### src/rtl/seq_pkg.sv
// Shared types and constants for the 1011 serial pattern detector.
package seq_pkg;

  localparam int          CNT_W   = 4;
  localparam logic [3:0]  PATTERN = 4'b1011;

  typedef enum logic [2:0] {
    S0    = 3'd0,
    S1    = 3'd1,
    S10   = 3'd2,
    S101  = 3'd3,
    S1011 = 3'd4
  } state_e;

endpackage

### src/rtl/seq_counter.sv
// Wrapping detection counter with asynchronous active-low clear and increment enable.
module seq_counter
  import seq_pkg::*;
(
  input  logic             clk_i,
  input  logic             rst_ni,
  input  logic             en_i,
  output logic [CNT_W-1:0] count_o
);

  logic [CNT_W-1:0] count_q, count_d;

  // Natural modulo-2^CNT_W wrap; no saturation.
  always_comb begin
    count_d = count_q;
    if (en_i) begin
      count_d = count_q + CNT_W'(1);
    end
  end

  always_ff @(posedge clk_i or negedge rst_ni) begin
    if (!rst_ni) begin
      count_q <= '0;
    end else begin
      count_q <= count_d;
    end
  end

  assign count_o = count_q;

endmodule

### src/rtl/seq.sv
// Moore FSM detecting serial pattern 1011 (overlapping), with a running match count.
module seq
  import seq_pkg::*;
(
  input  logic             clk,
  input  logic             rst,
  input  logic             in,
  output logic             out,
  output logic [CNT_W-1:0] counter
);

  state_e state_q, state_d;

  always_ff @(posedge clk or negedge rst) begin
    if (!rst) begin
      state_q <= S0;
    end else begin
      state_q <= state_d;
    end
  end

  // Pattern bits are consumed MSB first; mismatches fall back to the longest matching prefix.
  always_comb begin
    state_d = S0;
    case (state_q)
      S0:      state_d = (in == PATTERN[3]) ? S1    : S0;
      S1:      state_d = (in == PATTERN[2]) ? S10   : S1;
      S10:     state_d = (in == PATTERN[1]) ? S101  : S0;
      S101:    state_d = (in == PATTERN[0]) ? S1011 : S10;
      S1011:   state_d = in ? S1 : S10;
      default: state_d = S0;
    endcase
  end

  assign out = (state_q == S1011);

  // Counting on entry to S1011 makes counter change on the same edge out rises.
  seq_counter u_counter (
    .clk_i   (clk),
    .rst_ni  (rst),
    .en_i    (state_d == S1011),
    .count_o (counter)
  );

endmodule

### config.mk
export PLATFORM = sky130hd
export DESIGN_NAME = seq
export DESIGN_NICKNAME = d
export VERILOG_FILES = /design/src/rtl/seq_pkg.sv /design/src/rtl/seq_counter.sv /design/src/rtl/seq.sv
export SDC_FILE = /design/constraint.sdc
export NUM_CORES = 1
export LEC_CHECK = 0
export CORE_AREA = 2 2 39 41
export CTS_CLUSTER_DIAMETER = 80
export DETAILED_ROUTE_END_ITERATION = 8
export DIE_AREA = 0 0 41 43
export GPL_TIMING_DRIVEN = 0
export PLACE_DENSITY = 0.5
export SLEW_MARGIN = 15
export SYNTH_ARGS = -nofsm -noshare
export SYNTH_HDL_FRONTEND = slang
export SYNTH_SLANG_ARGS = --single-unit
### constraint.sdc
create_clock -name clk -period 1.45 [get_ports clk]
set_input_delay 0.2175 -clock clk [delete_from_list [all_inputs] [get_ports clk]]
set_output_delay 0.2175 -clock clk [all_outputs]
set_load 0.02 [all_outputs]
==> flow_metrics.env, run 1 <==
export IMPL_synth_top_area_cell="dfrtp_1"
export IMPL_yosys_warnings=0
export IMPL_p_int_w=0.000464
export IMPL_hold_buffers=0
export IMPL_rows=14
export IMPL_switching_share_pct=34.1
export IMPL_maxSlewHeadroom_pct=78.6
export IMPL_drive_above_1_share_pct=20.6
export IMPL_use_met1_pct=7.36
export IMPL_post_route_period_util_pct=89.2
export IMPL_grt_max_degree=8
export IMPL_power_switching_w=0.000241
export IMPL_syn_cell_area_um2=307
export IMPL_die_area_mm2=0.00176
export IMPL_firstDrtPassIters=2
export IMPL_worst_slew_pin_slew_ns=0.321
export IMPL_wirelength_um=561
export IMPL_seq_area_frac_synth_pct=57.1
export IMPL_combinationalPowerShare_pct=32.4
export IMPL_path_class="flip-flop to primary output"
export IMPL_ys_seq_elements=7
export IMPL_drc=0
export IMPL_finalCriticalPeriod_ns=1.29
export IMPL_crit_start="state_q[1]"
export IMPL_io_buffers=7
export IMPL_cts_root_buf="clkbuf_4"
export IMPL_core_area_mm2=0.00138
export IMPL_crit_path_end_kind="primary output"
export IMPL_clkSlewWorstSetupHoldPaths_ns=0.05
export IMPL_startpoint_type="flip-flop"
export IMPL_ir_worst_vdd_mv=0.623
export IMPL_outcome="completed"
export IMPL_final_cells=50
export IMPL_crit_required_ns=1.23
export IMPL_place_congestion=0.521
export IMPL_synth_cell_type_count=16
export IMPL_post_drt_wl_per_cell_um=11.2
export IMPL_cp_max_fo=4
export IMPL_htreeDepth=1
export IMPL_initialDrtViolationCount=3
export IMPL_sequentialPowerShare_pct=43.4
export IMPL_grtUsageMet2_pct=10.9
export IMPL_critPathArrivalTime_ns=1.08
export IMPL_cts_sinks=7
export IMPL_fin_util_pct=30.0
export IMPL_fmax_ghz=0.773
export IMPL_fill_cells=151
export IMPL_fin_worst_skew_ns=0.00198
export IMPL_rsz0062_at_grt="no"
export IMPL_via_per_inst=4.26
export IMPL_synth_top_cells_by_area="dfrtp_1, xnor2_1, mux2_4, ha_1, buf_6"
export IMPL_syn_inst=23
export IMPL_area_growth_pct=35.5
export IMPL_die_y_um=43
export IMPL_die_w_um=41
export IMPL_top_usage_layer="met2"
export IMPL_hp_class="input pin to asynchronous set/reset pin"
export IMPL_dpl_cell_count=46
export IMPL_cts_tree="yes"
export IMPL_leakagePower_nw=0.194
export IMPL_insertion_delay_ns=0.24
export IMPL_slowest_delay_ns=0.40
export IMPL_numCtsBuffers=3
export IMPL_pwr_share_clk_pct=24.2
export IMPL_syn_num_nets=27
export IMPL_slew_violations=0
export IMPL_crit_path_top_delay_cell="dfrtp_1"
export IMPL_cap_viol_max_count=0
export IMPL_setup_viol=0
export IMPL_syn_avg_cell_area_um2=13.3
export IMPL_cp_cell_sequence="nor2_2, and2_1, buf_2"
export IMPL_hpwl_um=433
export IMPL_grt_pass1_vias=222
export IMPL_io_pin_count=8
export IMPL_power_density_mw_per_mm2=1700
export IMPL_synth_top_area_share_pct=57.1
export IMPL_vias=213
export IMPL_initial_utilization_pct=22.2
export IMPL_num_antenna_cells=0
export IMPL_grt_usage_pct=7.72
export IMPL_grt_antenna_before_repair=0
export IMPL_route_antenna_remaining_nets=0
export IMPL_hold_viol=0
export IMPL_grtUsageMet3_pct=3.66
export IMPL_rr_startpoint="state_q[2]"
export IMPL_layout_nets=39
export IMPL_cts_max_path_buffers=2
export IMPL_grt_ovfl_total=0
export IMPL_grt_pass1_wl_um=814
cell type report:
type	count	area [um2]	share of cell area (%)
Tap cell	16	20.0	4.82
Clock buffer	4	26.3	6.33
Sequential cell	7	175	42.2
Multi-Input combinational cell	15	123	29.5
Timing Repair Buffer	7	60.1	14.5
Buffer	1	11.3	2.71
Yosys cell counts, drive strengths merged:
master  number
a21oi        1
and2         1
and4b        1
buf          1
dfrtp        7
ha           1
mux2         1
mux2i        1
nand2        1
nand3b       1
nand4        1
nor2         1
o21a         1
o22ai        1
xnor2        2
xor2         1
registers in the layout, summed over array words and instances (netlist names):
register	cells
u_counter.count_o	4
state_q	3
repair_timing:
| action | in CTS | in global routing |
|---|---|---|
| setup buffers | 0 | 0 |
| gates resized for setup | 8 | 1 |
| pin swaps | 0 | 1 |
| setup endpoints to repair | 5 | 1 |
worst paths after layout:
| kind | to | slack [ns] | depth (start not counted) |
|---|---|---|---|
| worst max-delay path | out | 0.16 | 3 |
| worst min-delay path | state_q[2] | 0.23 | 1 |
| worst max register to register | u_counter.count_o[1] | 0.22 | 3 |
| worst min register to register | u_counter.count_o[3] | 0.48 | 1 |
| max in group asynchronous | state_q[1] | 0.98 | 1 |
| min in group clk | u_counter.count_o[3] | 0.48 | 1 |
metrics by stage:
| stage | TNS, ns | hold WS (ns) | instance area, um2 | setup WS, ns | total power, W |
|---|---|---|---|---|---|
| finish | 0 | 0.232 | 415 | 0.157 | 0.000705 |
| global placement | -0.148 | 0.467 | 397 | -0.0656 | 0.000560 |
| floorplan | 0 | -0.0781 | 307 | 0.288 | 0.000440 |
| detailed placement | -0.189 | 0.468 | 397 | -0.0798 | 0.000572 |
| global route | 0 | 0.256 | 415 | 0.0873 | 0.000740 |
| CTS | 0 | 0.234 | 422 | 0.0181 | 0.000722 |
cells by family (layout without fill, tap and decap cells):
logic type	Yosys count	count (layout)	share of synthesized area, %
multiplexers	2	2	8.16
AO/OA/AOI/OAI	3	3	6.12
adder cells (fa/ha/maj)	1	1	4.08
XOR/XNOR	3	3	8.57
flip-flops	7	7	57.1
AND/OR/NAND/NOR	6	6	12.2
buffers and inverters	1	12	3.67
cell usage in the layout (no fill, tap or decap), drive strengths merged:
| master | Yosys | final |
|---|---|---|
| nor2 | 1 | 1 |
| xnor2 | 2 | 2 |
| dfrtp | 7 | 7 |
| and4b | 1 | 1 |
| nand4 | 1 | 1 |
| mux2 | 1 | 1 |
| nand2 | 1 | 1 |
| and2 | 1 | 1 |
| buf | 1 | 2 |
| clkbuf | 0 | 4 |
| o22ai | 1 | 1 |
| mux2i | 1 | 1 |
| a21oi | 1 | 1 |
| clkdlybuf4s50 | 0 | 2 |
| dlygate4sd2 | 0 | 4 |
| ha | 1 | 1 |
| xor2 | 1 | 1 |
| nand3b | 1 | 1 |
| o21a | 1 | 1 |
worst max-delay path: cells and delay by family (launching register included):
family	cells	cell delay [ns]
and+or+nand+nor	2	0.28
buffers and inverters	1	0.15
DFF	1	0.40
power groups by stage:
stage	registers [W]	logic (W)	clock network, W
floorplan	0.000358	0.0000811	0
global placement	0.000305	0.000254	0
detailed placement	0.000306	0.000266	0
CTS	0.000307	0.000232	0.000182
global route	0.000313	0.000242	0.000185
finish	0.000306	0.000228	0.000170
layer usage:
metal | vias to the layer above | routed length (um)
li1 | 101 | -
met1 | 104 | 217
met2 | 8 | 278
met3 | 0 | 65
met4 | 0 | 0
met5 | - | 0
No activity file was read; power rests on OpenSTA's default activity.
==> run 2, diff against run 1 <==
Settings changed: CAP_MARGIN from default to 15.
==> results of run 2 <==
No change in the layout: final DEF, timing and power equal those of run 1.
